**src/rtl/mem_arbiter_ctrl.sv**
```systemverilog
// Byte-serial RAM/IO bus controller serving instruction fetch (IF) and load/store (LS).
// Multi-byte transfers are little-endian; stores to IO space stall while the UART buffer is full.
module mem_arbiter_ctrl #(
    parameter int                    ADDR_WIDTH = 32,
    parameter int                    IF_BYTES   = 4,
    parameter logic [ADDR_WIDTH-1:0] IO_BASE    = 32'h30000
) (
    input  logic                    clk_in,
    input  logic                    rst,
    input  logic                    rdy_in,
    input  logic                    io_buffer_full,
    input  logic [7:0]              mem_din,
    output logic [7:0]              mem_dout,
    output logic [ADDR_WIDTH-1:0]   mem_a,
    output logic                    mem_wr,
    input  logic                    if_valid,
    input  logic [ADDR_WIDTH-1:0]   if_addr,
    input  logic                    if_clear,
    output logic                    if_ready,
    output logic [8*IF_BYTES-1:0]   if_data,
    input  logic                    ls_valid,
    input  logic                    ls_wr,
    input  logic [1:0]              ls_size,
    input  logic [ADDR_WIDTH-1:0]   ls_addr,
    input  logic [31:0]             ls_wdata,
    output logic                    ls_done,
    output logic [31:0]             ls_rdata
);

    // state  | meaning
    // IDLE   | waiting for a request; LS has priority over IF
    // IF_RD  | instruction fetch read, one byte address per cycle plus one capture cycle
    // LS_RD  | load read, same timing as IF_RD
    // LS_WR  | store, one byte per cycle, may stall on IO-mapped bytes
    // DONE   | one-cycle done pulse for the owning channel
    typedef enum logic [2:0] {
        ST_IDLE,
        ST_IF_RD,
        ST_LS_RD,
        ST_LS_WR,
        ST_DONE
    } state_t;

    localparam int BUF_BYTES = (IF_BYTES > 4) ? IF_BYTES : 4;
    localparam int CNT_W     = 5;

    state_t                  state_q, state_d;
    logic [CNT_W-1:0]        cnt_q, cnt_d;
    logic [CNT_W-1:0]        len_q, len_d;
    logic [ADDR_WIDTH-1:0]   addr_q, addr_d;
    logic [31:0]             wdata_q, wdata_d;
    logic                    src_if_q, src_if_d;
    logic                    wr_q, wr_d;
    logic [8*BUF_BYTES-1:0]  buf_q, buf_d;
    logic [8*IF_BYTES-1:0]   if_data_q, if_data_d;
    logic [31:0]             ls_rdata_q, ls_rdata_d;

    logic [CNT_W-1:0]        ls_len;
    logic [ADDR_WIDTH-1:0]   cur_addr;
    logic                    io_stall;
    logic                    if_ready_raw;
    logic                    ls_rd_done;
    logic [8*BUF_BYTES-1:0]  rd_buf_next;
    logic [7:0]              wr_byte;

    assign cur_addr     = addr_q + ADDR_WIDTH'(cnt_q);
    assign io_stall     = (state_q == ST_LS_WR) && (cur_addr >= IO_BASE) && io_buffer_full;
    // A flush in the DONE cycle suppresses the fetch result entirely.
    assign if_ready_raw = (state_q == ST_DONE) && src_if_q && !if_clear;
    assign ls_rd_done   = (state_q == ST_DONE) && !src_if_q && !wr_q;

    always_comb begin
        ls_len = CNT_W'(4);
        case (ls_size)
            2'd0:    ls_len = CNT_W'(1);
            2'd1:    ls_len = CNT_W'(2);
            default: ls_len = CNT_W'(4);
        endcase
    end

    // The byte addressed in cycle k arrives while the counter reads k+1.
    always_comb begin
        rd_buf_next = buf_q;
        for (int k = 0; k < BUF_BYTES; k++) begin
            if (cnt_q == CNT_W'(k + 1)) begin
                rd_buf_next[8*k +: 8] = mem_din;
            end
        end
    end

    always_comb begin
        wr_byte = wdata_q[7:0];
        case (cnt_q[1:0])
            2'd0: wr_byte = wdata_q[7:0];
            2'd1: wr_byte = wdata_q[15:8];
            2'd2: wr_byte = wdata_q[23:16];
            2'd3: wr_byte = wdata_q[31:24];
            default: wr_byte = wdata_q[7:0];
        endcase
    end

    always_comb begin
        state_d    = state_q;
        cnt_d      = cnt_q;
        len_d      = len_q;
        addr_d     = addr_q;
        wdata_d    = wdata_q;
        src_if_d   = src_if_q;
        wr_d       = wr_q;
        buf_d      = buf_q;
        if_data_d  = if_data_q;
        ls_rdata_d = ls_rdata_q;

        case (state_q)
            ST_IDLE: begin
                if (ls_valid) begin
                    state_d  = ls_wr ? ST_LS_WR : ST_LS_RD;
                    cnt_d    = '0;
                    len_d    = ls_len;
                    addr_d   = ls_addr;
                    wdata_d  = ls_wdata;
                    src_if_d = 1'b0;
                    wr_d     = ls_wr;
                    buf_d    = '0;
                end else if (if_valid && !if_clear) begin
                    state_d  = ST_IF_RD;
                    cnt_d    = '0;
                    len_d    = CNT_W'(IF_BYTES);
                    addr_d   = if_addr;
                    src_if_d = 1'b1;
                    wr_d     = 1'b0;
                    buf_d    = '0;
                end
            end
            ST_IF_RD, ST_LS_RD: begin
                if ((state_q == ST_IF_RD) && if_clear) begin
                    state_d = ST_IDLE;
                end else begin
                    buf_d = rd_buf_next;
                    if (cnt_q == len_q) begin
                        state_d = ST_DONE;
                    end else begin
                        cnt_d = cnt_q + 1'b1;
                    end
                end
            end
            ST_LS_WR: begin
                if (!io_stall) begin
                    if (cnt_q == len_q - 1'b1) begin
                        state_d = ST_DONE;
                    end else begin
                        cnt_d = cnt_q + 1'b1;
                    end
                end
            end
            ST_DONE: begin
                state_d = ST_IDLE;
                if (if_ready_raw) begin
                    if_data_d = buf_q[8*IF_BYTES-1:0];
                end
                if (ls_rd_done) begin
                    ls_rdata_d = buf_q[31:0];
                end
            end
            default: state_d = ST_IDLE;
        endcase
    end

    always_ff @(posedge clk_in) begin
        if (rst) begin
            state_q    <= ST_IDLE;
            cnt_q      <= '0;
            len_q      <= '0;
            addr_q     <= '0;
            wdata_q    <= '0;
            src_if_q   <= 1'b0;
            wr_q       <= 1'b0;
            buf_q      <= '0;
            if_data_q  <= '0;
            ls_rdata_q <= '0;
        end else if (rdy_in) begin
            state_q    <= state_d;
            cnt_q      <= cnt_d;
            len_q      <= len_d;
            addr_q     <= addr_d;
            wdata_q    <= wdata_d;
            src_if_q   <= src_if_d;
            wr_q       <= wr_d;
            buf_q      <= buf_d;
            if_data_q  <= if_data_d;
            ls_rdata_q <= ls_rdata_d;
        end
    end

    always_comb begin
        mem_a    = '0;
        mem_dout = '0;
        mem_wr   = 1'b0;
        case (state_q)
            ST_IF_RD, ST_LS_RD: begin
                if (cnt_q < len_q) begin
                    mem_a = cur_addr;
                end
            end
            ST_LS_WR: begin
                mem_a    = cur_addr;
                mem_dout = wr_byte;
                mem_wr   = !io_stall && rdy_in;
            end
            default: begin
                mem_a    = '0;
                mem_dout = '0;
                mem_wr   = 1'b0;
            end
        endcase
    end

    // Read results are visible in the DONE cycle and held afterwards.
    assign if_ready = if_ready_raw && rdy_in;
    assign if_data  = if_ready_raw ? buf_q[8*IF_BYTES-1:0] : if_data_q;
    assign ls_done  = (state_q == ST_DONE) && !src_if_q && rdy_in;
    assign ls_rdata = ls_rd_done ? buf_q[31:0] : ls_rdata_q;

endmodule

```
**config.mk**
```make
export PLATFORM = sky130hd
export DESIGN_NAME = mem_arbiter_ctrl
export DESIGN_NICKNAME = d
export VERILOG_FILES = /design/src/rtl/mem_arbiter_ctrl.sv
export SDC_FILE = /design/constraint.sdc
export NUM_CORES = 1
export LEC_CHECK = 0
export BUFFER_PORTS_ARGS = -buffer_cell sky130_fd_sc_hd__buf_2
export CORE_MARGIN = 5
export CORE_UTILIZATION = 45
export CTS_BUF_LIST = sky130_fd_sc_hd__clkbuf_2 sky130_fd_sc_hd__clkbuf_4 sky130_fd_sc_hd__clkbuf_8
export DETAILED_ROUTE_END_ITERATION = 8
export GPL_TIMING_DRIVEN = 1
export PLACE_DENSITY = 0.72
export SETUP_SLACK_MARGIN = 0.1
export SYNTH_ARGS = -nofsm -noshare
export SYNTH_HDL_FRONTEND = slang
export SYNTH_SLANG_ARGS = --single-unit
```
**constraint.sdc**
```tcl
create_clock -name clk_in -period 3.94 [get_ports clk_in]
set_input_delay 0.591 -clock clk_in [delete_from_list [all_inputs] [get_ports clk_in]]
set_output_delay 0.591 -clock clk_in [all_outputs]
set_load 0.01 [all_outputs]
```
==> run_results.csv, run 1 <==
group,metric,value,unit
cts,clock_sinks,173,
cts,cts-hold-fix-buffers,0,
timing,fin_skew,16.95,ps
power,irDropWorstVdd,188.9,uV
timing,setup_ws,-121.6,ps
final_layout,fillCellCount,1870,
place,io_buffers,220,
synthesis,yosysMostFrequentCell,"nor2_1",
setup_path,cp-start-kind,"register",
power,p_per_area,362.0,nW/um^2
timing,worstMarginPinSlew,931.5,ps
synthesis,syn-instance-count,1099,
routing,drc,0,
grt,grt.total_usage,21.83,%
setup_path,crit_fanout,4,
routing,avgRoutedWirePerCell,16.06,um
synthesis,ys_types,57,
synthesis,yosys-top-cells-area,"dfxtp_1 (39%), nor2_1 (11%), mux2_2 (8.2%), nor3_1 (4.2%), mux2i_1 (4.2%)",
final_layout,area_growth_syn_to_layout,20.71,%
grt,grt_pass1_vias,7900,
grt,grt_max_degree,82,
timing,holdWs,360.0,ps
grt,grt_pass1_wl,39720,um
synthesis,async_reset_ff_share,0,%
synthesis,avgSynthCellArea,8.038,um^2
die,coreArea,19400,um^2
setup_path,crit_slowest_cell,"or4b_4",
cts,cts_root_buf,"clkbuf_8",
final_layout,drive_gt1_share,28.64,%
synthesis,syn_nets,1229,
timing,period_share,103.1,%
synthesis,ys_seq_area_share,39.21,%
routing,num_vias,8325,
min_path,min_path_type,"input pin to register",
run_status,status,"finished, violations left",
die,die-area,22530,um^2
routing,drtIter0Drc,501,
synthesis,synth-seq-cells,173,
die,start_util,45.54,%
timing,rsz0062_at_grt,"yes",
cts,numCtsBuffers,17,
synthesis,yosys.area.top_type_share,39.21,%
timing,slew_violations,0,
power,p_leak,0.004675,uW
timing,fmax,246.2,MHz
die,num_io_pins,221,
die,die_h,150.1,um
setup_path,crit_chain,"ha_4, inv_2, fa_2, nor2b_4, o21a_1, o21ai_2, o31a_1, or4_1, or4b_4, o21ai_2, and3_1, buf_6",
synthesis,synth_area,8833,um^2
routing,first_pass_iters,5,
timing,period_minus_slack,4062,ps
place,preCtsSetupSlack,53.06,ps
die,rows,51,
timing,finalSetupViolations,1,
cts,insertion_delay,470,ps
run,maxCapViolCount,0,
grt,antenna_found_initial,1,
synthesis,synth_ff_type,"dfxtp_1",
grt,gr-total-overflow,0,
place,routabilityCongestion,0.9135,
routing,ant_nets,0,
die,die_x,150.1,um
synthesis,synthTopCellsByCount,"nor2_1 (260), dfxtp_1 (173), nand2_1 (90), nor3_1 (75), mux2_2 (64)",
cts,path_clk_slew,90,ps
setup_path,critical_path_class,"register to output port",
timing,maxSlewHeadroom,37.90,%
cts,clockBufferDepth,2,
setup_path,cp_slowest_stage_delay,560,ps
synthesis,yosysTopAreaCell,"dfxtp_1",
setup_path,arrival,3470,ps
timing,hold_viol_final,0,
synthesis,synth_edf_count,0,
synthesis,ys_warn_count,0,
place,dp_hpwl,18110,um
cts,cts_max_level,4,
setup_path,crit_path_end_kind,"output port",
cts,cts_tree,"yes",
routing,finalWirelength,25130,um
setup_path,crit_path_frequent_cell,"o21ai_2",
final_layout,layout.nets,1416,
run_status,violations,"negative setup slack",
routing,vias_per_cell,5.319,
setup_path,critPathRequiredTime,3350,ps
-- final cells by class --
cell class                      count  area [um^2]  share of cell area, %
Multi-Input combinational cell    831         5070                  47.55
Sequential cell                   173         3468                  32.53
Timing Repair Buffer              246         1318                  12.36
Tap cell                          265        331.6                  3.110
Clock buffer                       20        275.3                  2.582
Clock inverter                     12        133.9                  1.256
Inverter                           17        63.81                 0.5985
Antenna cell                        1        2.502                0.02347
-- state kept, by name, summed over array words and instances (netlist names) --
name and flops:
cnt_q 5, addr_q 32, wdata_q 32, ls_rdata_q 32, wr_q 1, src_if_q 1
len_q 3, buf_q 32, state_q 3, if_data_q 32
-- per-layer routing --
metal / track usage, % / vias to the layer above / part of all wire [%]
met4: 5.627 / 2 / 1.3
li1: - / 4200 / -
met2: 35.80 / 246 / 46
met5: 0 / - / 0.052
met1: 28.79 / 3852 / 45
met3: 5.599 / 25 / 7.3
-- through the flow --
| step | util (%) | cell area (um^2) | cells | total power (uW) | TNS [ps] |
|---|---|---|---|---|---|
| global placement | 52.38 | 10160 | 1527 | 2582 | 0 |
| global route | 54.95 | 10660 | 1564 | 4041 | -263.2 |
| CTS | 54.77 | 10630 | 1562 | 3885 | -147.0 |
| detailed placement | 52.38 | 10160 | 1527 | 2591 | 0 |
| floorplan | - | 8833 | 1099 | 2365 | 0 |
| finish | 54.97 | 10660 | 1565 | 3860 | -121.6 |
-- repair_timing --
item / CTS / global route
endpoints found under the setup margin: 2 / 5
pin swaps: 5 / 3
resized for setup: 13 / 6
buffers inserted: 3 / 2
-- cell usage in the layout (no fill, tap or decap), types with 8 or more instances in the layout --
cell / instances
mux2i_1: 37
nor3_1: 74
nand2_1: 90
a222oi_1: 8
ha_1: 12
o21ai_0: 11
clkbuf_8: 20
a22oi_1: 34
inv_1: 16
and3_1: 11
xor2_1: 18
buf_2: 218
mux2_2: 64
nor2_1: 258
xnor2_1: 17
a21oi_1: 52
dfxtp_1: 169
nand3_1: 20
a211oi_1: 36
buf_4: 26
-- final timing paths --
check | startpoint | to | slack [ps] | cells after the start
worst min register to register | wdata_q[10] | wdata_q[10] | 460 | 2
worst max-delay path | cnt_q[0] | mem_wr | -120 | 12
worst min-delay path | ls_wdata[13] | wdata_q[13] | 360 | 3
worst max register to register | cnt_q[0] | cnt_q[3] | 230 | 13
-- cells by family (layout without fill, tap and decap cells) --
family / Yosys count / count (layout) / synth area share, %
and+or+nand+nor: 505 / 505 / 25.21
AOI/OAI and AO/OA: 174 / 174 / 13.31
DFF: 173 / 173 / 39.21
muxes: 101 / 101 / 12.35
buffers and inverters: 95 / 295 / 4.093
xor gates and xnor gates: 35 / 35 / 3.470
adders and majority gates: 16 / 16 / 2.351
other: 0 / 1 / 0
-- power breakdown --
part           leakage [uW]  switching [uW]  internal [uW]  total [uW]
registers           0.00141            83.0           1830        1920
logic               0.00306             381            269         650
clock network      0.000212             673            621        1290
total               0.00468            1140           2720        3860
-- worst max-delay path: cells and delay by family (launching register included) --
kind                       cells  cell delay, ps
buffers and inverters          2             140
AOI/OAI and AO/OA              4             670
and+or+nand+nor                4            1340
adders and majority gates      2             490
DFF                            1             360
Note: power is estimated with default switching activity, not from simulation.
==> run 2, diff against run 1 <==
--- a/config.mk
+++ b/config.mk
@@ -13,6 +13,7 @@
 export GPL_TIMING_DRIVEN = 1
 export PLACE_DENSITY = 0.72
 export SETUP_SLACK_MARGIN = 0.1
+export SKIP_LAST_GASP = 1
 export SYNTH_ARGS = -nofsm -noshare
 export SYNTH_HDL_FRONTEND = slang
 export SYNTH_SLANG_ARGS = --single-unit
==> run 2 against run 1 <==
Net effect: register-to-register slack worse by 40 ps; critical path type unchanged; total power is essentially flat; the flow still finishes with violations (negative setup slack); clock power hardly changed; clock-buffer cell count is the same; clock skew hardly changed; largest cell class unchanged; non-clock buffer count up 1; fmax down 1.3%.
==> run_results.csv, run 2 (synthesis results as in run 1) <==
group,metric,value,unit
run_status,status,"finished, violations left",
run_status,violations,"negative setup slack",
grt,grt_pass1_wl,39740,um
routing,drtIter0Drc,493,
final_layout,multi_input_area,5075,um^2
routing,vias_per_cell,5.315,
final_layout,final_common_cell,"nor2_1",
cts,path_clk_slew,90,ps
timing,rsz0062_at_grt,"yes",
routing,ant_nets,0,
grt,gr-total-overflow,0,
final_layout,layout_common_cells,"nor2_1 (258), buf_2 (218), dfxtp_1 (170), nand2_1 (90), nor3_1 (74)",
die,die-area,22530,um^2
timing,period_share,104.4,%
cts,insertion_delay,470,ps
die,die_x,150.1,um
timing,worstMarginPinSlew,910.2,ps
cts,clock_sinks,173,
grt,gr-usage-met2,35.80,%
grt,antenna_found_initial,1,
grt,grt_use_met1,28.81,%
routing,drc,0,
power,power.share.clock,33.5,%
power,pwr-share-comb,16.8,%
setup_path,cp-start-kind,"register",
setup_path,critPathRequiredTime,3350,ps
grt,grt.total_usage,21.84,%
place,dp_hpwl,18110,um
timing,finalSetupViolations,1,
power,p_sw_share,29.47,%
place,io_buffers,220,
power,finalPower,3861,uW
timing,fmax,243.1,MHz
setup_path,crit_family,"simple AND/OR/NAND/NOR gates",
power,irDropWorstVdd,188.9,uV
setup_path,crit_fanout,3,
routing,num_vias,8323,
cts,cts-hold-fix-buffers,0,
cts,numCtsBuffers,17,
place,preCtsSetupSlack,53.06,ps
routing,first_pass_iters,7,
power,pwr-share-seq,49.6,%
timing,slew_violations,0,
die,die_h,150.1,um
setup_path,cp_slowest_stage_delay,560,ps
timing,maxSlewHeadroom,39.32,%
grt,busiest_layer,"met2",
timing,setup_ws,-174.2,ps
grt,grt_pass1_vias,7906,
die,start_util,45.54,%
setup_path,crit_chain,"ha_4, inv_2, fa_2, nor2b_4, o21ai_1, a211oi_4, mux2i_1, or4_1, or4b_4, o21ai_2, and3_1, buf_6",
grt,grt_max_degree,82,
run,maxCapViolCount,0,
power,internal_power,2723,uW
cts,clockBufferDepth,2,
grt,met3_usage,5.599,%
power,power.switching,1138,uW
setup_path,arrival,3520,ps
power,p_per_area,361.7,nW/um^2
die,rows,51,
timing,fin_skew,17.12,ps
die,coreArea,19400,um^2
cts,cts_max_level,4,
cts,cts_root_buf,"clkbuf_8",
timing,period_minus_slack,4114,ps
setup_path,cp_num_buf_inv,2,
routing,avgRoutedWirePerCell,16.10,um
final_layout,drive_gt1_share,28.54,%
routing,finalWirelength,25210,um
final_layout,layout.nets,1417,
cts,cts_tree,"yes",
setup_path,critical_path_class,"register to output port",
timing,setup_tns,-174.2,ps
setup_path,crit_slowest_cell,"or4b_4",
final_layout,area_growth_syn_to_layout,20.84,%
final_layout,regArea,3467,um^2
die,num_io_pins,221,
min_path,min_path_type,"input pin to register",
setup_path,crit_path_end_kind,"output port",
final_layout,fillCellCount,1870,
timing,hold_viol_final,0,
power,p_leak,0.004683,uW
place,routabilityCongestion,0.9135,
run 2: changes by cell type in the layout (fill, tap and decap cells not counted):
cell and change:
buf_4 +1, dfxtp_1 +1, ha_2 -1, a211oi_2 -1, a211oi_4 +1, dfxtp_2 -1
ha_1 +1
run 2: stage by stage:
step	utilization (%)	instances	hold slack, ps	area (um^2)
after floorplan	-	1099	435.7	8833
after global placement	52.38	1527	441.8	10160
after detailed placement	52.38	1527	445.9	10160
after CTS	54.72	1562	336.5	10620
after global routing	55.01	1565	328.8	10670
final	55.02	1566	361.1	10670
run 2: final timing paths:
kind,from,end,slack [ps],cells past startpoint
worst max register to register,addr_q[0],cnt_q[3],190,13
worst min register to register,wdata_q[10],wdata_q[10],460,2
worst min-delay path,ls_wdata[30],wdata_q[30],360,3
worst max-delay path,addr_q[0],mem_wr,-170,12
run 2: worst register-to-register path: stages, from the launching register on:
cell and delay [ps]:
dfxtp_2 370, ha_4 140, inv_2 40, fa_2 370, nor2b_4 140, o21ai_1 140, a211oi_4 290, mux2i_1 120
or4_1 480, or4b_4 560, buf_4 160, o211a_4 250, or4_1 500, a21boi_1 120
run 2: per-layer routing:
layer	wire length (um)	vias to the layer above	part of all wire, %
met1	11250	3857	45
li1	-	4199	-
met3	1828	24	7.3
met4	291	2	1.2
met5	13	-	0.052
met2	11830	241	47
run 2: cell type report:
type	count	share of cell area (%)
multi-input cells	831	47.54
flip-flops and latches	173	32.48
repair buffers	247	12.41
well taps	265	3.106
clock buffers	20	2.579
clock inverters	12	1.254
inverters	17	0.5978
diodes	1	0.02344
run 2: timing repair:
action                     CTS  global route
setup buffers                3             3
setup endpoints to repair    2             6
gates resized for setup     11             7
pin swaps                    5            11
run 2: power by group through the flow:
stage	clock, uW	sequential, uW	combinational, uW
after global placement	0	1950	633
after floorplan	0	1920	443
after detailed placement	0	1950	637
final	1290	1920	650
after global routing	1390	1930	721
after CTS	1320	1910	645
==> run 3, diff against run 2 <==
--- a/config.mk
+++ b/config.mk
@@ -5,13 +5,13 @@
 export SDC_FILE = /design/constraint.sdc
 export NUM_CORES = 1
 export LEC_CHECK = 0
+export ABC_AREA = 1
 export BUFFER_PORTS_ARGS = -buffer_cell sky130_fd_sc_hd__buf_2
-export CORE_MARGIN = 5
 export CORE_UTILIZATION = 45
 export CTS_BUF_LIST = sky130_fd_sc_hd__clkbuf_2 sky130_fd_sc_hd__clkbuf_4 sky130_fd_sc_hd__clkbuf_8
 export DETAILED_ROUTE_END_ITERATION = 8
 export GPL_TIMING_DRIVEN = 1
-export PLACE_DENSITY = 0.72
+export PLACE_DENSITY = 0.71
 export SETUP_SLACK_MARGIN = 0.1
 export SKIP_LAST_GASP = 1
 export SYNTH_ARGS = -nofsm -noshare
==> run 3 against run 2 <==
Net effect: the flow now finishes without violations; register-to-register slack gained 1000 ps; clock power grew 3%; hold slack lost 15 ps; final cell count grew 27%; non-clock buffer count shrank 17; area after synthesis grew 8.3%; via count grew 20%; sequential cell count is the same; clock-buffer cell count shrank 2; clock skew grew 11 ps; sequential share of layout area shrank 1.7 points; fmax grew 12%; largest cell class unchanged; highest routed layer is now met4.
==> run_results.csv, run 3 <==
group,metric,value,unit
synthesis,synth_edf_count,0,
min_path,min_path_type,"input pin to register",
synthesis,synth_top_family_by_area,"simple AND/OR/NAND/NOR gates",
place,preCtsSetupSlack,643.4,ps
timing,fin_skew,28.21,ps
setup_path,crit_family,"simple AND/OR/NAND/NOR gates",
routing,finalWirelength,27100,um
timing,finalSetupViolations,0,
routing,avgRoutedWirePerCell,13.57,um
die,die_h,147.8,um
setup_path,cp_num_buf_inv,4,
place,dpl_cell_area,10810,um^2
die,coreArea,20560,um^2
routing,vias_per_cell,5.008,
routing,drc,0,
final_layout,area_growth_syn_to_layout,17.62,%
timing,maxSlewHeadroom,36.46,%
synthesis,syn-instance-count,1535,
synthesis,synth-seq-cells,173,
setup_path,crit_path_frequent_cell,"nand2_1",
cts,cts_tree,"yes",
synthesis,async_reset_ff_share,0,%
synthesis,synthAdderAreaFrac,2.171,%
power,p_per_area,379.2,nW/um^2
synthesis,yosysMostFrequentCell,"nand2_1",
cts,clock_sinks,173,
grt,grt_max_degree,73,
synthesis,ys_warn_count,0,
routing,drtIter0Drc,770,
grt,gr-total-overflow,0,
synthesis,synth_ff_type,"dfxtp_1",
setup_path,arrival,3080,ps
final_layout,drive_gt1_share,18.09,%
final_layout,layout.nets,1842,
synthesis,ys_seq_area_share,36.21,%
timing,slew_violations,0,
timing,period_share,93.08,%
cts,cts_root_buf,"clkbuf_8",
timing,hold_viol_final,0,
setup_path,critical_path_class,"register to output port",
grt,antenna_found_initial,2,
synthesis,yosysTopAreaCell,"dfxtp_1",
synthesis,synthSimpleGateAreaFrac,24.29,%
final_layout,final_common_cell,"nand2_1",
power,p_leak,0.005313,uW
setup_path,critPathRequiredTime,3350,ps
synthesis,synth_area,9565,um^2
routing,ant_nets,0,
power,irDropWorstVdd,200.8,uV
setup_path,crit_chain,"ha_2, inv_1, fa_1, inv_1, nand3_1, nand2_1, nand2_1, nand2_2, nand3_1, nand2_1, inv_1, nor2_2, nand2_1, nor2_2, nand2_2, nand2_4, nand2_1, nor2_2, buf_2",
setup_path,crit_fanout,11,
final_layout,instances_no_fill,1996,
timing,fmax,272.7,MHz
place,io_buffers,220,
cts,path_clk_slew,100,ps
setup_path,crit_slowest_cell,"dfxtp_2",
place,placed_cells,1962,
run_status,status,"completed",
place,dp_hpwl,19550,um
cts,cts_max_level,4,
die,rows,52,
run,maxCapViolCount,0,
timing,period_minus_slack,3668,ps
setup_path,cp_slowest_stage_delay,370,ps
synthesis,synthTopCellsByCount,"nand2_1 (354), inv_1 (270), a21oi_1 (234), o21ai_0 (181), dfxtp_1 (173)",
synthesis,yosys-top-cells-area,"dfxtp_1 (36%), nand2_1 (14%), a21oi_1 (12%), inv_1 (11%), o21ai_0 (9.5%)",
final_layout,final_area,11250,um^2
synthesis,synth-compound-area-share,22.81,%
final_layout,fin_util,54.72,%
synthesis,synthXorXnorAreaFrac,0.6409,%
timing,setup_ws,272.5,ps
grt,grt.total_usage,24.72,%
cts,insertion_delay,480,ps
setup_path,rr_startpoint,"cnt_q[0]",
synthesis,avgSynthCellArea,6.232,um^2
cts,numCtsBuffers,17,
place,routabilityCongestion,0.9442,
synthesis,yosys.area.top_type_share,36.21,%
synthesis,ys_types,34,
timing,rsz0062_at_grt,"yes",
final_layout,layout_common_cells,"nand2_1 (352), inv_1 (269), a21oi_1 (234), buf_2 (219), o21ai_0 (181)",
synthesis,synth_mux_area_share,0,%
die,die_x,147.8,um
synthesis,syn_nets,1665,
routing,first_pass_iters,5,
cts,clockBufferDepth,2,
grt,grt_pass1_vias,8934,
setup_path,cp-start-kind,"register",
die,num_io_pins,221,
setup_path,crit_path_end_kind,"output port",
die,die-area,21840,um^2
min_path,worstHoldStart,"ls_wdata[21]",
grt,grt_pass1_wl,43340,um
timing,setup_tns,0,ps
timing,worstMarginPinSlew,952.1,ps
routing,num_vias,9995,
die,start_util,46.53,%
setup_path,critPathLaunch,"cnt_q[0]",
==> run 3: changes by cell type after synthesis, moves of 33 or more <==
cell,delta
inv_1,+253
a21oi_1,+181
nor2_1,-144
o21ai_0,+168
mux2i_1,-37
nand2_1,+264
mux2_2,-64
a22oi_1,-33
a211oi_1,-36
nor3_1,-70
==> run 3: cell families (layout without fill, tap and decap cells) <==
| kind of cell | Yosys count | count (layout) |
|---|---|---|
| and+or+nand+nor | 559 | 559 |
| AOI/OAI and AO/OA | 430 | 430 |
| adders and majority gates | 16 | 16 |
| DFF | 173 | 173 |
| buffers and inverters | 350 | 540 |
| other | 0 | 1 |
| xor gates and xnor gates | 7 | 7 |
==> run 3: path summary, 6_finish.rpt <==
kind | to | slack [ps] | depth (start not counted)
hold / removal | wdata_q[21] | 350 | 3
setup / recovery | mem_wr | 270 | 19
hold reg to reg | buf_q[26] | 470 | 2
setup reg to reg | cnt_q[1] | 1220 | 20
==> run 3: per-layer routing <==
| layer | global-route usage [%] | part of all wire (%) | vias up |
|---|---|---|---|
| li1 | - | - | 5204 |
| met5 | 0 | 0 | - |
| met4 | 9.485 | 2.5 | 0 |
| met1 | 31.91 | 46 | 4459 |
| met2 | 41.13 | 46 | 293 |
| met3 | 4.198 | 5.4 | 39 |
==> run 3: worst reg2reg max path, cell delays in order (launching register included) <==
cell,delay (ps)
dfxtp_2,370
ha_2,220
inv_1,60
fa_1,350
inv_1,130
nand3_1,80
nand2_1,110
nand2_1,70
nand2_2,180
nand3_1,100
nand2_1,90
inv_1,50
nor2_2,60
nand2_1,70
nor2_2,130
nand2_2,80
nand2_4,110
nand3_2,140
nand2_1,100
nand2_1,70
nor2_2,80
==> run 3: where the power goes <==
group / switching, uW / internal (uW)
registers: 111 / 1890
logic: 622 / 312
clock network: 738 / 595
==> run 3: cell type report <==
class,count,area [um^2]
timing repair buffer,230,1179
clock inverter,14,177.7
tap,270,337.8
sequential,173,3467
timing repair inverter,1,7.507
inverter,277,1044
fill,2134,9309
multi-input combinational,1012,4795
antenna,1,2.502
clock buffer,18,241.5
==> run 3: repair_timing <==
action                                  CTS  global route
endpoints found under the setup margin    0            22
endpoints found under the hold margin     0             0
buffers inserted                          0             0
gates resized for setup                   0             7
hold buffers                              0             0
==> run 3: metrics by stage <==
step | total power, uW | hold slack (ps)
4_1_cts | 4288 | 325.0
3_5_place_dp | 2959 | 453.9
3_3_place_gp | 2942 | 449.5
2_1_floorplan | 2640 | 440.9
6_report | 4266 | 345.9
5_1_grt | 4501 | 331.1
